[src/rtl/gray_step_tracker_4_bit.sv]
// gray_step_tracker_4_bit: Gray-stream decoder with step classification, position tracking and lock/fault FSM
module gray_step_tracker_4_bit #(
    parameter int POS_WIDTH     = 8,
    parameter int ERR_CNT_WIDTH = 8,
    parameter int ERR_LIMIT     = 3
) (
    input  logic                     Clock,
    input  logic                     Reset,
    input  logic                     Gray_Valid_In,
    input  logic [3:0]               Gray_Code_In,
    input  logic                     Resync_In,
    output logic [3:0]               Binary_Code_Out,
    output logic                     Binary_Valid_Out,
    output logic                     Step_Up_Out,
    output logic                     Step_Down_Out,
    output logic                     Step_Error_Out,
    output logic [POS_WIDTH-1:0]     Position_Out,
    output logic [ERR_CNT_WIDTH-1:0] Error_Count_Out,
    output logic                     Locked_Out,
    output logic                     Fault_Out
);
    localparam logic [1:0] IDLE  = 2'd0;
    localparam logic [1:0] TRACK = 2'd1;
    localparam logic [1:0] FAULT = 2'd2;
    localparam logic [3:0] LIMIT = 4'(ERR_LIMIT);
    localparam logic [ERR_CNT_WIDTH-1:0] ERR_MAX = {ERR_CNT_WIDTH{1'b1}};

    logic [1:0] state;
    logic [1:0] state_next;
    logic [3:0] b_new;
    logic [3:0] b_ref;
    logic [3:0] delta;
    logic [3:0] cons_err;
    logic       classify;
    logic       is_up;
    logic       is_down;
    logic       is_err;
    logic       hit_limit;

    assign Locked_Out = (state == TRACK);
    assign Fault_Out  = (state == FAULT);

    // Decode the sample, classify it against the reference and pick the next state
    always_comb begin
        b_new[3]   = Gray_Code_In[3];
        b_new[2]   = b_new[3] ^ Gray_Code_In[2];
        b_new[1]   = b_new[2] ^ Gray_Code_In[1];
        b_new[0]   = b_new[1] ^ Gray_Code_In[0];
        delta      = b_new - b_ref;
        classify   = Gray_Valid_In && !Resync_In && (state == TRACK);
        is_up      = classify && (delta == 4'd1);
        is_down    = classify && (delta == 4'd15);
        is_err     = classify && (delta != 4'd0) && (delta != 4'd1) && (delta != 4'd15);
        hit_limit  = is_err && ((cons_err + 4'd1) >= LIMIT);
        state_next = Resync_In      ? IDLE  :
                     !Gray_Valid_In ? state :
                     state == IDLE  ? TRACK :
                     hit_limit      ? FAULT : state;
    end

    // Register conversion output, step pulses, counters and state
    always_ff @(posedge Clock or posedge Reset) begin
        if (Reset) begin
            state            <= IDLE;
            b_ref            <= 4'd0;
            cons_err         <= 4'd0;
            Binary_Code_Out  <= 4'd0;
            Binary_Valid_Out <= 1'b0;
            Step_Up_Out      <= 1'b0;
            Step_Down_Out    <= 1'b0;
            Step_Error_Out   <= 1'b0;
            Position_Out     <= '0;
            Error_Count_Out  <= '0;
        end else begin
            state            <= state_next;
            Binary_Valid_Out <= Gray_Valid_In;
            Step_Up_Out      <= is_up;
            Step_Down_Out    <= is_down;
            Step_Error_Out   <= is_err;
            if (Gray_Valid_In)
                Binary_Code_Out <= b_new;
            if (Gray_Valid_In && !Resync_In && state != FAULT)
                b_ref <= b_new;
            cons_err <= Resync_In          ? 4'd0 :
                        is_err             ? cons_err + 4'd1 :
                        (is_up || is_down) ? 4'd0 : cons_err;
            Position_Out <= is_up   ? Position_Out + POS_WIDTH'(1) :
                            is_down ? Position_Out - POS_WIDTH'(1) : Position_Out;
            if (is_err && Error_Count_Out != ERR_MAX)
                Error_Count_Out <= Error_Count_Out + ERR_CNT_WIDTH'(1);
        end
    end
endmodule

[config.mk]
export PLATFORM = sky130hd
export DESIGN_NAME = gray_step_tracker_4_bit
export DESIGN_NICKNAME = d
export VERILOG_FILES = /design/src/rtl/gray_step_tracker_4_bit.sv
export SDC_FILE = /design/constraint.sdc
export NUM_CORES = 1
export LEC_CHECK = 0
export BUFFER_PORTS_ARGS = -buffer_cell sky130_fd_sc_hd__buf_2
export CORE_MARGIN = 5
export CORE_UTILIZATION = 30
export DETAILED_ROUTE_END_ITERATION = 6
export HOLD_SLACK_MARGIN = 0.05
export PLACE_DENSITY = 0.5
export RECOVER_POWER = 50
export SETUP_SLACK_MARGIN = 0.1
export SLEW_MARGIN = 20
export SYNTH_ARGS = -nofsm -noshare
export SYNTH_HDL_FRONTEND = slang
export SYNTH_SLANG_ARGS = --single-unit
[constraint.sdc]
create_clock -name Clock -period 6.8 [get_ports Clock]
set_input_delay 0 -clock Clock [delete_from_list [all_inputs] [get_ports Clock]]
set_output_delay 0 -clock Clock [all_outputs]
set_load 0.02 [all_outputs]
==> impl_results.md <==
- GR Util All Layers: 10.47%
- Row count: 30
- M1 wire length: 2.008 mm
- Clock sinks: 34
- Main synth FF type: dfrtp_1
- First-pass DRT Iterations: 4
- Worst R2R Start: b_ref[0]
- Post-synth ARST share: 100.0%
- Hold Path Depth: 4
- Root Driver: clkbuf_8
- Largest net degree at the start of global routing: 35
- Die Area: 0.008552 mm^2
- Clock skew: 0.006283 ns
- Share of cells above drive strength 1: 21.55%
- CP Capture Type: flip-flop
- DP Area: about 0.0023 mm^2
- Final ANT Viol Nets: 0
- Synth Warn #: 0
- H-tree levels: 2
- Antenna violations before repair: 0
- Vias per cell: 4.881
- HPWL Detailed: 3.078 mm
- Clk Latency, worst-skew pair: around 0.28 ns
- Status: finished, violations left
- Antenna diodes: 0
- Crit path max fanout: 9
- Gpl congestion: 0.7760
- Mean Syn Cell Area: ~11 um^2
- WL final: 4.155 mm
- Cell area after synthesis: 0.002041 mm^2
- Die Width: 92.48 um
- Resize count post-CTS: 0
- Met2 WL: approximately 1.9 mm
- Port-buffer cells: 33
- Tcrit/Tclk final: 65.51%
- Multi-input logic area: 0.001122 mm^2
- Routed via count: 1523
- Sequential cell area: 850.8 um^2
- Worst Path Required: ~7 ns
- Type of origin of the critical path: input pin
- Max Fclk: 0.2245 GHz
- Synth top area share: 41.69%
- Fin Setup TNS: 0 ns
- Area leader, netlist: dfrtp_1
- R2R depth: 12
- WL met3: 221 um
- Core Box Area: 0.006719 mm^2
- First-pass GRT wire length: 7.217 mm
- Die height: 92.48 um
- Failing checks: capacitance limit, slew limit
- Nets: approximately 260
- CTS tree: built
- Fillers: about 680
- Final Max Slew Viols: 35
- Ports: 34
- R2R setup slack: ~3.3 ns
- WL per Instance: 13.32 um
- Clock Path Buffers: 2
- RSZ-0062 raised after global routing: false
- Synth Net Count: 213
- Pwr dens: 334.8 mW/mm^2
- Largest cells by area after synthesis: dfrtp_1 (42%), ha_1 (8.0%), mux2_2 (6.6%)
- Static Leak: 0.001105 uW
- Hold crit path type: input pin to flip-flop
- Area growth, synth to finish: 16.92%
- Hold Vio Cnt, Final: 0
- Worst-margin pin slew: 1.887 ns
- 1st-iter DRT viols: 19
- Critical path class: input pin to flip-flop
- Worst setup path endpoint: Position_Out[6]
- Worst setup path start: Gray_Code_In[3]
- Final setup violation count: 0
- Clk slew on worst S/H paths: 0.07 ns
- Minimum clock period after layout: between 4 and 5 ns
- Max-cap violation count: 1
- VDD IR-drop max: around 0.00013 V
- Post-synth cell types: 49
- Fin area: 0.002386 mm^2
- Slew margin rel.: -25.77%
- # DRC: 0
- Total CTS buffers: 5
- Vias in the first global route: about 1500
- Highest metal used: met4
- Starting Density: 30.37%
- Crit path DAT: 4.67 ns
- Grt ovf: 0
- Critical R2R Capture: Position_Out[6]
- Post-synthesis sequential area ratio: 41.69%
- EDFF count, synth: 0
- FF+latch count, synth: 34
- Synthesized instance count: 190
critical path: stages:
cell,delay [ns]
dlygate4sd3_1,0.52
buf_2,0.14
xor2_1,0.31
xor2_1,0.40
xnor2_1,0.18
ha_1,0.25
fa_1,0.38
xor2_1,0.17
and2_1,0.23
and3_4,0.27
nand2_1,0.23
ha_1,0.43
a21o_1,0.13
a21oi_1,0.09
or4b_2,0.64
o2111ai_1,0.12
mux2_2,0.18
where the power goes:
group / internal (uW) / switching, uW / leakage [uW]
clock network: 68.7 / 71.1 / 0.0000438
registers: 243 / 41.6 / 0.000441
logic: 158 / 216 / 0.000621
Yosys cell counts (2+ instances only):
cell,count
a211o_1,2
a21o_1,3
a21oi_1,13
a31oi_1,3
and2_1,2
and3_1,4
and3b_1,2
buf_6,2
dfrtp_1,34
fa_1,2
ha_1,13
inv_1,11
mux2_2,12
nand2_1,11
nand2b_1,3
nand3_1,11
nand4_1,2
nor2_1,4
nor2b_1,4
nor3_1,4
o21a_1,2
o21ai_0,4
xnor2_1,11
xor2_1,6
logic make-up after synthesis:
group / synth area share, %
XOR/XNOR: 7.296
multiplexers: 6.622
AND/OR/NAND/NOR: 15.82
flip-flops: 41.69
buffers and inverters: 3.311
adder cells (fa/ha/maj): 9.933
AO/OA/AOI/OAI: 15.33
stage by stage:
step | hold WS [ns] | util, % | cells | total power, uW | worst slack (ns)
after floorplan | 0.03143 | - | 190 | 581.3 | 3.088
after global placement | 0.1321 | 34.04 | 301 | 667.9 | 2.755
after detailed placement | 0.1364 | 34.04 | 301 | 667.7 | 2.575
after CTS | 0.08297 | 35.81 | 312 | 817.9 | 2.330
after global routing | 0.1092 | 35.51 | 312 | 870.7 | 1.967
final | 0.09843 | 35.51 | 312 | 798.8 | 2.345
cells in the final DEF (no fill, tap or decap), types with 3 or more instances in the layout:
cell / instances
a21o_1: 3
xnor2_1: 11
a21oi_1: 13
and3_1: 4
xor2_1: 6
clkbuf_1: 14
dlygate4sd3_1: 4
a31oi_1: 3
mux2_2: 12
dfrtp_1: 34
inv_1: 11
nor2b_1: 4
nand2_1: 11
clkbuf_8: 5
nor2_1: 4
ha_1: 13
nand3_1: 11
buf_2: 20
nand2b_1: 3
nor3_1: 4
o21ai_0: 4
routing by layer:
metal / global-route usage, % / vias to the layer above
met4: 3.342 / 0
met2: 16.56 / 31
met1: 13.70 / 718
met5: 0 / -
li1: - / 769
met3: 3.087 / 5
registers in the layout, summed over array words and instances (netlist names):
register / flops
Step_Error_Out: 1
Binary_Code_Out: 4
b_ref: 4
cons_err: 4
Step_Down_Out: 1
state: 2
Step_Up_Out: 1
Binary_Valid_Out: 1
Error_Count_Out: 8
Position_Out: 8
what timing repair did:
item / in CTS / in global routing
endpoints found under the hold margin: 39 / 0
hold buffers: 4 / 0
setup buffers: 0 / 0
how the worst min path moves through the flow:
stage	start	to	slack [ns]
after floorplan	Gray_Valid_In	Binary_Valid_Out	0.03
after global placement	Reset	Step_Up_Out	0.13
after detailed placement	Reset	Step_Up_Out	0.14
after CTS	Gray_Code_In[2]	b_ref[2]	0.08
after global routing	Gray_Code_In[0]	b_ref[0]	0.11
final	Gray_Code_In[2]	b_ref[2]	0.1
cell type report:
| type | count | area share, % |
|---|---|---|
| Multi-Input combinational cell | 142 | 47.04 |
| Tap cell | 80 | 4.195 |
| Clock buffer | 5 | 2.884 |
| Sequential cell | 34 | 35.66 |
| Clock inverter | 2 | 0.4195 |
| Inverter | 11 | 1.730 |
| Timing Repair Buffer | 38 | 8.076 |
No activity file was read; power rests on OpenSTA's default activity.
